`config.mk`:
```
export PLATFORM = sky130hd
export DESIGN_NAME = pwm_capture
export DESIGN_NICKNAME = d
export VERILOG_FILES = /design/src/rtl/pwm_pkg.sv /design/src/rtl/sync_ff.sv /design/src/rtl/pwm_capture.sv
export SDC_FILE = /design/constraint.sdc
export NUM_CORES = 1
export LEC_CHECK = 0
export ABC_AREA = 1
export BUFFER_PORTS_ARGS = -buffer_cell sky130_fd_sc_hd__buf_2
export CAP_MARGIN = 20
export CORE_AREA = 2 2 82 84
export CTS_CLUSTER_DIAMETER = 200
export CTS_CLUSTER_SIZE = 25
export DETAILED_ROUTE_END_ITERATION = 10
export DIE_AREA = 0 0 84 86
export PLACE_DENSITY = 0.8
export SLEW_MARGIN = 5
export SYNTH_ARGS = -nofsm -noshare
export SYNTH_HDL_FRONTEND = slang
export SYNTH_SLANG_ARGS = --single-unit
```
`constraint.sdc`:
```
create_clock -name clock -period 1.8 [get_ports clock]
set_input_delay 0.18 -clock clock [delete_from_list [all_inputs] [get_ports clock]]
set_output_delay 0.18 -clock clock [all_outputs]
set_load 0.03 [all_outputs]
```
`src/rtl/pwm_pkg.sv`:
```
// Shared definitions for the PWM generator/capture pair: FSM encoding and sizing constants.
package pwm_pkg;

    typedef enum logic [1:0] {
        IDLE  = 2'd0,
        MEAS  = 2'd1,
        STUCK = 2'd2
    } pwm_state_t;

    localparam int PWM_DEFAULT_WIDTH = 16;
    localparam int FILTER_LEN        = 4;

endpackage

```
`src/rtl/sync_ff.sv`:
```
// Multi-stage synchroniser for a single asynchronous bit; STAGES must be at least 2.
// Latency STAGES cycles, async active-low reset clears every stage.
module sync_ff #(
    parameter int STAGES = 2
) (
    input  logic clock,
    input  logic reset,
    input  logic d,
    output logic q
);

    logic [STAGES-1:0] sync_q;

    always_ff @(posedge clock or negedge reset) begin
        if (!reset) begin
            sync_q <= '0;
        end else begin
            sync_q <= {sync_q[STAGES-2:0], d};
        end
    end

    assign q = sync_q[STAGES-1];

endmodule

```
`src/rtl/pwm_capture.sv`:
```
// PWM capture: measures high time and period of an async input, reports on each closing rising edge.
// Latency SYNC_STAGES+1 cycles from pwm_in edge to valid (+3 with PWM_CAPTURE_FILTER_EN); no backpressure.
module pwm_capture
    import pwm_pkg::*;
#(
    parameter int WIDTH       = PWM_DEFAULT_WIDTH,
    parameter int SYNC_STAGES = 2
) (
    input  logic             clock,
    input  logic             reset,
    input  logic             pwm_in,
    output logic [WIDTH-1:0] high_count,
    output logic [WIDTH-1:0] period_count,
    output logic             level,
    output logic             valid
);

    localparam logic [WIDTH-1:0] CNT_MAX = '1;
    localparam logic [WIDTH-1:0] CNT_ONE = WIDTH'(1);

    logic sync_s;
    logic s;
    logic s_d_q;
    logic rise;

    sync_ff #(.STAGES(SYNC_STAGES)) u_sync (
        .clock (clock),
        .reset (reset),
        .d     (pwm_in),
        .q     (sync_s)
    );

`ifdef PWM_CAPTURE_FILTER_EN
    // s follows the synchronised input only once it and the last three samples agree.
    logic [FILTER_LEN-2:0] hist_q;
    logic                  filt_q;

    always_ff @(posedge clock or negedge reset) begin
        if (!reset) begin
            hist_q <= '0;
            filt_q <= 1'b0;
        end else begin
            hist_q <= {hist_q[FILTER_LEN-3:0], sync_s};
            filt_q <= s;
        end
    end

    always_comb begin
        s = filt_q;
        if (sync_s && (&hist_q)) begin
            s = 1'b1;
        end else if (!sync_s && !(|hist_q)) begin
            s = 1'b0;
        end
    end
`else
    assign s = sync_s;
`endif

    assign rise = s & ~s_d_q;

    logic [WIDTH-1:0] per_cnt_q, per_cnt_d;
    logic [WIDTH-1:0] hi_cnt_q, hi_cnt_d;

    always_comb begin
        per_cnt_d = (per_cnt_q == CNT_MAX) ? per_cnt_q : per_cnt_q + CNT_ONE;
        hi_cnt_d  = (s && hi_cnt_q != CNT_MAX) ? hi_cnt_q + CNT_ONE : hi_cnt_q;
        if (rise) begin
            per_cnt_d = CNT_ONE;
            hi_cnt_d  = CNT_ONE;
        end
    end

    pwm_state_t       state_q, state_d;
    logic             rpt;
    logic [WIDTH-1:0] rpt_hi, rpt_per;
    logic             rpt_lvl;

    // An edge wins over saturation, so a period of exactly CNT_MAX still reports normally.
    always_comb begin
        state_d = state_q;
        rpt     = 1'b0;
        rpt_hi  = hi_cnt_q;
        rpt_per = per_cnt_q;
        rpt_lvl = 1'b1;
        case (state_q)
            IDLE: begin
                if (rise) state_d = MEAS;
            end
            MEAS: begin
                if (rise) begin
                    rpt = 1'b1;
                end else if (per_cnt_q == CNT_MAX) begin
                    rpt     = 1'b1;
                    rpt_hi  = '0;
                    rpt_per = '0;
                    rpt_lvl = s;
                    state_d = STUCK;
                end
            end
            STUCK: begin
                if (rise) state_d = MEAS;
            end
            default: state_d = IDLE;
        endcase
    end

    logic [WIDTH-1:0] high_count_q, period_count_q;
    logic             level_q, valid_q;

    always_ff @(posedge clock or negedge reset) begin
        if (!reset) begin
            s_d_q          <= 1'b0;
            per_cnt_q      <= '0;
            hi_cnt_q       <= '0;
            state_q        <= IDLE;
            high_count_q   <= '0;
            period_count_q <= '0;
            level_q        <= 1'b0;
            valid_q        <= 1'b0;
        end else begin
            s_d_q     <= s;
            per_cnt_q <= per_cnt_d;
            hi_cnt_q  <= hi_cnt_d;
            state_q   <= state_d;
            valid_q   <= rpt;
            if (rpt) begin
                high_count_q   <= rpt_hi;
                period_count_q <= rpt_per;
                level_q        <= rpt_lvl;
            end
        end
    end

    assign high_count   = high_count_q;
    assign period_count = period_count_q;
    assign level        = level_q;
    assign valid        = valid_q;

endmodule

```
==> flow_metrics.env <==
export IMPL_outcome="finished, final reports clean"
export IMPL_final_util_pct=64.0
export IMPL_synth_xor_area_share_pct=1.55
export IMPL_grt_ovfl_total=0
export IMPL_period_share_pct=92.9
export IMPL_ios=37
export IMPL_core_area_sq_um=6280
export IMPL_cts_clk_slew_worst_paths_ns=0.07
export IMPL_powerDensity_nw_per_um2=948
export IMPL_arrival_ns=1.96
export IMPL_synth_top_family_by_area="simple AND/OR/NAND/NOR gates"
export IMPL_clock_power_share_pct=35.7
export IMPL_vdd_drop_max_mv=0.689
export IMPL_globalplace_congestion=0.946
export IMPL_path_buf_inv=2
export IMPL_synthAdderAreaFrac_pct=0.739
export IMPL_hpwl_um=5020
export IMPL_crit_path_start_kind="flip-flop"
export IMPL_synthFlopType="dfrtp_1"
export IMPL_critPathMaxFanout=9
export IMPL_cts_tree="yes"
export IMPL_drcViolationCount=0
export IMPL_slew_violations=0
export IMPL_vias_per_cell=5.32
export IMPL_crit_top_cell="nor2_4"
export IMPL_synth_simple_area_share_pct=36.7
export IMPL_cts_buffers=9
export IMPL_setup_violations=0
export IMPL_worstPathRequired_ns=2.09
export IMPL_worstMarginPinSlew_ns=0.428
export IMPL_drt_iter0_markers=267
export IMPL_num_vias=2986
export IMPL_switchingPower_uw=1100
export IMPL_first_pass_iters=5
export IMPL_grt_pass1_vias=2708
export IMPL_placementRows=29
export IMPL_syn_to_final_growth_pct=18.5
export IMPL_start_util_pct=54.0
export IMPL_timing_hold_ws_ns=0.349
export IMPL_antenna_cells=0
export IMPL_max_freq_mhz=598
export IMPL_grt_max_degree=72
export IMPL_setup_tns_ns=0
export IMPL_wl_um=7410
export IMPL_synth_compound_area_share_pct=3.99
export IMPL_switching_share_pct=28.8
export IMPL_p_int_uw=2710
export IMPL_die_w_um=84
export IMPL_seqPwrFrac_pct=47.3
export IMPL_drv_cap=0
export IMPL_dp_cells=541
export IMPL_final_cell_mix="nand2_1, dfrtp_1, buf_2"
export IMPL_portBuffers=36
export IMPL_fin_ws_ns=0.127
export IMPL_instances_no_fill=561
export IMPL_synth_area_top_cells="dfrtp_1, nand2_1, nor2_1"
export IMPL_grt_pass1_wl_um=12400
export IMPL_max_stage_delay_ns=0.42
export IMPL_drive_gt1_share_pct=19.0
export IMPL_period_needed_ns=1.67
export IMPL_htreeDepth=3
export IMPL_die_h_um=86
export IMPL_ys_seq_area_share_pct=52.4
export IMPL_max_clock_path_buffers=2
export IMPL_power_frac_comb_pct=17.0
export IMPL_synth_mux_area_share_pct=0
export IMPL_syn_avg_cell_area_sq_um=7.97
export IMPL_crit_family="simple AND/OR/NAND/NOR gates"
export IMPL_grt_usage_pct=21.6
export IMPL_synth_top_area_share_pct=52.4
export IMPL_syn_cell_area_sq_um=3390
export IMPL_path_cells="ha_2 > nand3_2 > inv_2 > nand2_2 > nor2_4 > nor2_4 > buf_12 > nor2_4 > nand2_1 > nand2_1"
export IMPL_slowest_stage="dfrtp_2"
export IMPL_criticalPathCategory="reg2reg"
export IMPL_layout_commonest_cell="nand2_1"
export IMPL_hold_viol_final=0
export IMPL_wl_per_cell_um=13.2
export IMPL_post_place_ws_ns=0.0494
export IMPL_p_leak_uw=0.00213
export IMPL_final_nets=485
export IMPL_synthArstFlopShare_pct=100
export IMPL_synth_warnings=0
export IMPL_cts_root_buf="clkbuf_8"
export IMPL_drt_antenna_violating_nets=0
export IMPL_slew_headroom_pct=71.3
export IMPL_ys_types=29
export IMPL_clock_sinks=71
export IMPL_clock_skew_ns=0.00889
export IMPL_synth_area_leader_cell="dfrtp_1"
export IMPL_antenna_found_initial=0
export IMPL_synth_net_count=430
export IMPL_hold_class="reg2reg"
export IMPL_crit_path_end_kind="flip-flop"
export IMPL_dieArea_sq_um=7220
export IMPL_syn_inst=425
export IMPL_synth_seq_cells=71
export IMPL_clock_latency_ns=0.35
export IMPL_synth_edf_count=0
## synth_stat cells, types with 5 or more instances
library cell  instances
inv_2                 6
nor2_1               34
nor2_4                5
dfrtp_1              71
nand4_1              19
buf_2                 7
o21ai_0               5
o21bai_1              6
xor2_1                5
nand2_1             191
inv_1                18
nand3_1              25
## cell type report
| cell class | instances | area (sq um) |
|---|---|---|
| repair buffers | 55 | 365 |
| inverters | 24 | 90.1 |
| clock buffers | 9 | 124 |
| multi-input cells | 319 | 1480 |
| well taps | 77 | 96.3 |
| clock inverters | 6 | 86.3 |
| fillers | 536 | 2260 |
| flip-flops and latches | 71 | 1780 |
## logic make-up after synthesis
family / count (synthesis)
fa+ha+maj: 2
compound gates: 22
simple gates: 288
buf+inv: 36
flops: 71
xor+xnor: 6
## power by group through the flow
stage	combinational, uW	clock (uW)	sequential (uW)
finish	646	1360	1800
global route	709	1440	1820
CTS	634	1390	1800
detailed placement	627	0	1830
global placement	609	0	1820
floorplan	266	0	1950
## sequential cells by signal, summed over array words and instances, names as in the netlist
name and flops:
hi_cnt_q 16, high_count 16, level 1, per_cnt_q 16, period_count 16, s_d_q 1, state_q 2, u_sync.sync_q 2
valid 1
## stage by stage
stage / area [sq um] / total power [uW]
2_1_floorplan: 3390 / 2210
3_5_place_dp: 3750 / 2460
6_report: 4020 / 3810
4_1_cts: 3980 / 3820
3_3_place_gp: 3750 / 2430
5_1_grt: 4020 / 3970
## final timing paths
check,from,to,slack (ns),depth (start not counted)
min in group asynchronous,reset,period_count[0]$_DFFE_PN0P_,0.38,3
worst max-delay path,hi_cnt_q[0]$_DFFE_PN0P_,hi_cnt_q[12]$_DFFE_PN0P_,0.13,10
worst min-delay path,u_sync.sync_q[0]$_DFF_PN0_,u_sync.sync_q[1]$_DFF_PN0_,0.35,0
worst max register to register,hi_cnt_q[0]$_DFFE_PN0P_,hi_cnt_q[12]$_DFFE_PN0P_,0.13,10
worst min register to register,u_sync.sync_q[0]$_DFF_PN0_,u_sync.sync_q[1]$_DFF_PN0_,0.35,0
max in group asynchronous,reset,hi_cnt_q[8]$_DFFE_PN0P_,1.11,3
## routing by layer
| layer | wire [um] | share of wire, % | up-vias | track usage [%] |
|---|---|---|---|---|
| met5 | 0 | 0 | - | 0 |
| met1 | 3510 | 47 | 1374 | 30.1 |
| li1 | - | - | 1468 | - |
| met2 | 3320 | 45 | 124 | 32.7 |
| met4 | 145 | 2.0 | 0 | 9.38 |
| met3 | 433 | 5.8 | 20 | 4.81 |
## what timing repair did
action	4_1_cts	5_1_grt
hold buffers	2	0
endpoints found under the hold margin	72	0
resized for setup	0	3
buffers inserted	0	2
setup endpoints to repair	0	28
(Power assumes the default switching activity.)
